--- src/rtl/mul_pkg.sv ---
// Shared sizing, FSM encodings and column-geometry helpers for the serial
// partial-product loader and its per-column selectors.
package mul_pkg;

  localparam int N    = 28;
  localparam int COLS = 2 * N - 1;
  localparam int PW   = 2 * N + 1;
  localparam int TW   = $clog2(N);

  localparam logic [0:0] ST_IDLE = 1'b0;
  localparam logic [0:0] ST_LOAD = 1'b1;

  localparam logic [TW-1:0] LAST_BEAT = TW'(N - 1);

  // Index of the lowest multiplicand bit contributing to column k.
  function automatic int col_lo(input int k);
    if (k > N - 1) begin
      return k - N + 1;
    end else begin
      return 0;
    end
  endfunction

  // Number of partial-product bits (column height) in column k.
  function automatic int col_h(input int k);
    if (k + 1 < 2 * N - 1 - k) begin
      return k + 1;
    end else begin
      return 2 * N - 1 - k;
    end
  endfunction

endpackage

--- src/rtl/pp_col_select.sv ---
// Selects the single partial-product bit fed into column K on the beat
// whose column entry index is j; columns shorter than j+1 receive 0.
module pp_col_select
  import mul_pkg::*;
#(
  parameter int K = 0
) (
  input  logic [N-1:0]  a,
  input  logic [N-1:0]  b,
  input  logic [TW-1:0] j,
  output logic          src
);

  localparam int LO = col_lo(K);
  localparam int H  = col_h(K);

  localparam logic [TW:0] LO_W = (TW + 1)'(LO);
  localparam logic [TW:0] KL_W = (TW + 1)'(K - LO);
  localparam logic [TW:0] H_W  = (TW + 1)'(H);

  logic [TW:0] ia_s;
  logic [TW:0] ib_s;

  assign ia_s = LO_W + {1'b0, j};
  assign ib_s = KL_W - {1'b0, j};

  // Entries with j >= H fall outside this column; the index math is only valid below H.
  always_comb begin
    src = 1'b0;
    if ({1'b0, j} < H_W) begin
      src = a[ia_s[TW-1:0]] & b[ib_s[TW-1:0]];
    end else begin
      src = 1'b0;
    end
  end

endmodule

--- src/rtl/pp_serial_loader.sv ---
// Operand loader for the serial partial-product array: streams one bit per
// column per beat for N beats, then captures the compressor result.
module pp_serial_loader
  import mul_pkg::*;
(
  input  logic            clk,
  input  logic            rst_n,
  input  logic            in_valid,
  output logic            in_ready,
  input  logic [N-1:0]    in_a,
  input  logic [N-1:0]    in_b,
  output logic [COLS-1:0] src_bits,
  input  logic [PW-1:0]   dst_bus,
  output logic            busy,
  output logic            prod_valid,
  output logic [PW-1:0]   product
);

  logic [0:0]      state_r;
  logic [TW-1:0]   t_r;
  logic [N-1:0]    a_r;
  logic [N-1:0]    b_r;
  logic            cap_pend_r;
  logic            prod_valid_r;
  logic [PW-1:0]   product_r;

  logic            loading_s;
  logic            last_beat_s;
  logic [TW-1:0]   j_s;
  logic [COLS-1:0] col_bits_s;

  assign loading_s   = (state_r == ST_LOAD);
  assign last_beat_s = loading_s && (t_r == LAST_BEAT);
  assign j_s         = LAST_BEAT - t_r;

  assign in_ready   = (state_r == ST_IDLE) || last_beat_s;
  assign busy       = loading_s;
  assign src_bits   = loading_s ? col_bits_s : {COLS{1'b0}};
  assign prod_valid = prod_valid_r;
  assign product    = product_r;

  for (genvar k = 0; k < COLS; k++) begin : g_col
    pp_col_select #(.K(k)) u_sel (
      .a   (a_r),
      .b   (b_r),
      .j   (j_s),
      .src (col_bits_s[k])
    );
  end

  // Load FSM, beat counter and operand latch; the last beat doubles as an accept slot.
  always_ff @(posedge clk or negedge rst_n) begin
    if (!rst_n) begin
      state_r <= ST_IDLE;
      t_r     <= {TW{1'b0}};
      a_r     <= {N{1'b0}};
      b_r     <= {N{1'b0}};
    end else begin
      case (state_r)
        ST_IDLE: begin
          if (in_valid) begin
            state_r <= ST_LOAD;
            t_r     <= {TW{1'b0}};
            a_r     <= in_a;
            b_r     <= in_b;
          end
        end
        ST_LOAD: begin
          if (t_r == LAST_BEAT) begin
            t_r <= {TW{1'b0}};
            if (in_valid) begin
              a_r <= in_a;
              b_r <= in_b;
            end else begin
              state_r <= ST_IDLE;
            end
          end else begin
            t_r <= t_r + TW'(1);
          end
        end
        default: begin
          state_r <= ST_IDLE;
          t_r     <= {TW{1'b0}};
        end
      endcase
    end
  end

  // Capture: the compressor holds the complete array only in the cycle after the last beat.
  always_ff @(posedge clk or negedge rst_n) begin
    if (!rst_n) begin
      cap_pend_r   <= 1'b0;
      prod_valid_r <= 1'b0;
      product_r    <= {PW{1'b0}};
    end else begin
      cap_pend_r   <= last_beat_s;
      prod_valid_r <= cap_pend_r;
      if (cap_pend_r) begin
        product_r <= dst_bus;
      end
    end
  end

endmodule

--- config.mk ---
export PLATFORM = sky130hd
export DESIGN_NAME = pp_serial_loader
export DESIGN_NICKNAME = d
export VERILOG_FILES = /design/src/rtl/mul_pkg.sv /design/src/rtl/pp_col_select.sv /design/src/rtl/pp_serial_loader.sv
export SDC_FILE = /design/constraint.sdc
export NUM_CORES = 1
export LEC_CHECK = 0
export ABC_AREA = 1
export CAP_MARGIN = 20
export CORE_AREA = 2 2 171 173
export CTS_BUF_LIST = sky130_fd_sc_hd__clkbuf_4
export CTS_CLUSTER_SIZE = 40
export DETAILED_ROUTE_END_ITERATION = 10
export DIE_AREA = 0 0 173 175
export HOLD_SLACK_MARGIN = 0.02
export PLACE_DENSITY = 0.69
export SETUP_SLACK_MARGIN = 0.1
export SYNTH_ARGS = -nofsm -noshare
export SYNTH_HDL_FRONTEND = slang
export SYNTH_SLANG_ARGS = --single-unit
--- constraint.sdc ---
create_clock -name clk -period 3.5 [get_ports clk]
set_input_delay 1.05 -clock clk [delete_from_list [all_inputs] [get_ports clk]]
set_output_delay 1.05 -clock clk [all_outputs]
set_load 0.03 [all_outputs]
==> reports/results.ini <==
[critical_path]
critPathLaunchType = flop
cp_max_fo = 7
reg2reg_setup_slack_ns = 1.01
rr_worst_depth = 9
critPathArrivalTime_ns = 2.60
critPathKind = flop to output pin
critical_path.endpoint_type = output pin
r2r_start = t_r[2]
crit_required_ns = 2.45
crit_start = t_r[1]
cp-endpoint = src_bits[12]
r2r-end = a_r[11]

[timing]
tightest_slew_ns = 0.9268
layout_setup_ws_ns = -0.1543
period_share_pct = 104.4
hold_viol = 0
rsz0062_at_grt = yes
setup_viol = 54
fmax_mhz = 273.7
slew_headroom_pct = 38.21
fin_skew_ns = 0.02422
period_needed_ns = 3.654
slew_viol_final = 0

[synthesis]
ys_seq_area_share_pct = 30.78
synth_async_sr_flop_share_pct = 100.0
synth_top_area_cell = dfrtp_1
post_synth.cell_area_avg_um2 = 7.201
ys_types = 37
synth_edf_count = 0
yosys_warnings = 0
synth_common_cells = nand3_1 (418), nand2_1 (355), dfrtp_1 (121), mux2_2 (96), nor2_1 (95)
netlist.area_leader.share_pct = 30.78
synth_most_common_cell = nand3_1
synth_area_leaders = dfrtp_1 (31%), nand3_1 (21%), nand2_1 (14%)
synthFlopType = dfrtp_1
synth_seq_cells = 121
synth_fp_nets = 1502
netlist_instances = 1366
netlist_area_um2 = 9837

[cells_and_area]
multi_input_area_um2 = 8617
syn_to_final_growth_pct = 73.52
fin_nets = 1827
fillers = 2446
register_area_um2 = 3033
utilization_pct = 60.12
drive_above_1_share_pct = 46.27

[outcome]
violations = setup timing
outcome = finished with violations

[routing]
detail-route-antenna-nets = 0
wirelength_mm = 45.01
vias = 11800
avgRoutedWirePerCell_um = 21.55
via_per_inst = 5.651
drcViolationCount = 0
drtIter0Drc = 1233
first_pass_iters = 6

[grt]
antenna_found_initial = 1
use_met3_pct = 9.421
grt_usage_pct = 28.35
grt_max_degree = 80
grt_pass1_vias = 11690
grt_pass1_wl_mm = 66.70
top_usage_layer = met2
met1_usage_pct = 34.89
use_met2_pct = 45.25
grt.overflow.total = 0

[die]
core-area_um2 = 28390
start_util_pct = 34.65
rows = 62
die_x_um = 173
die_height_um = 175
pin_count = 231
dieArea_um2 = 30280

[clock_tree]
cts_hold_buf = 0
htree_levels = 4
clock_latency_ns = 0.52
cts_tree = done
cts-buffers-inserted = 17
cts_root_buffer = clkbuf_4
clk_pin_slew_worst_paths_ns = 0.13
cts.path.max_buffers = 2
cts.sinks = 121

[placed_design]
post-dp-hpwl_mm = 31.99
io_buffers = 230
routabilityCongestion = 1.096

[flow_run]
maxCapViolCount = 0

[worst_hold_path]
hp-class = input pin to async pin

## area by class of cell
type | instances | area share, %
Antenna cell | 1 | 0.01466
Clock inverter | 14 | 0.9456
Inverter | 79 | 1.943
Multi-Input combinational cell | 1104 | 50.48
Timing Repair Buffer | 368 | 25.28
Sequential cell | 121 | 17.77
Tap cell | 384 | 2.815
Clock buffer | 17 | 0.7477
## worst min path at each step
stage                             end   startpoint  depth (start not counted)  slack, ns
after floorplan            prod_valid   cap_pend_r                          0       0.39
after global placement    product[12]  product[12]                          1       0.49
after detailed placement   product[2]   product[2]                          1       0.49
after CTS                  prod_valid        rst_n                          1       0.45
after global routing       prod_valid        rst_n                          1       0.47
final                      prod_valid        rst_n                          1       0.48
## layout by cell type, fill, tap and decap left out, types with 7 or more instances in the layout
master / synthesis / layout
nand2_4: 3 / 9
clkdlybuf4s50_1: 0 / 173
xor2_4: 0 / 7
xor2_2: 3 / 12
dfrtp_1: 121 / 117
buf_6: 18 / 31
mux2_2: 96 / 96
nor2_1: 95 / 25
buf_12: 0 / 62
nand2_2: 5 / 77
inv_1: 73 / 51
nand3_2: 1 / 166
nand3_4: 1 / 33
ha_2: 0 / 7
mux2_1: 17 / 17
buf_4: 17 / 87
nor2_4: 0 / 55
a21oi_2: 0 / 13
nand3_1: 418 / 224
inv_2: 4 / 19
a21oi_1: 22 / 8
inv_6: 0 / 7
nand2_1: 355 / 272
nand2_8: 0 / 9
ha_4: 0 / 10
clkbuf_4: 0 / 17
nor2_2: 1 / 16
and2_4: 0 / 7
## worst max-delay path: stages, from the launching register on
cell and delay [ns]:
dfrtp_2 0.50, buf_12 0.17, ha_4 0.18, buf_6 0.13, xor2_4 0.20, buf_6 0.20, nand3_2 0.09, nand3_1 0.08
nand2_1 0.07, nand2_1 0.07, nand3_2 0.11, nor2_4 0.14, buf_6 0.13
## registers in the layout, indices dropped and copies added, names as in the netlist
name	cells
product	57
a_r	28
b_r	28
t_r	5
busy	1
cap_pend_r	1
prod_valid	1
## through the flow
stage | setup slack, ns | TNS [ns] | hold WS (ns) | instances | cell area [um2]
after floorplan | 0.1006 | 0 | 0.3888 | 1366 | 10210
after global placement | 0.1483 | 0 | 0.4888 | 1979 | 13440
after detailed placement | 0.1438 | 0 | 0.4941 | 1979 | 13440
after CTS | -0.1489 | -6.269 | 0.4481 | 2076 | 15880
after global routing | -0.2393 | -10.84 | 0.4667 | 2088 | 17070
final | -0.1543 | -4.263 | 0.4844 | 2088 | 17070
## what timing repair did
| item | in CTS | in global routing |
|---|---|---|
| endpoints found under the setup margin | 55 | 55 |
| resized for setup | 316 | 243 |
| cloned | 16 | 3 |
| setup buffers | 50 | 8 |
| pin swaps | 66 | 39 |
## cells by family after synthesis
logic type / count (synthesis) / share of synthesized area (%)
AOI/OAI and AO/OA: 38 / 2.086
xor gates and xnor gates: 33 / 3.320
adders and majority gates: 20 / 2.544
buffers and inverters: 148 / 8.000
DFF: 121 / 30.78
muxes: 113 / 12.94
and+or+nand+nor: 893 / 40.33
## metal layers
layer,vias up,routed length (um)
li1,5274,-
met1,5563,17190
met2,808,20150
met3,155,5164
met4,0,2501
met5,-,0
Power is not shown: default switching activity piles up to over one toggle a cycle in this logic, so the estimate is an artifact.
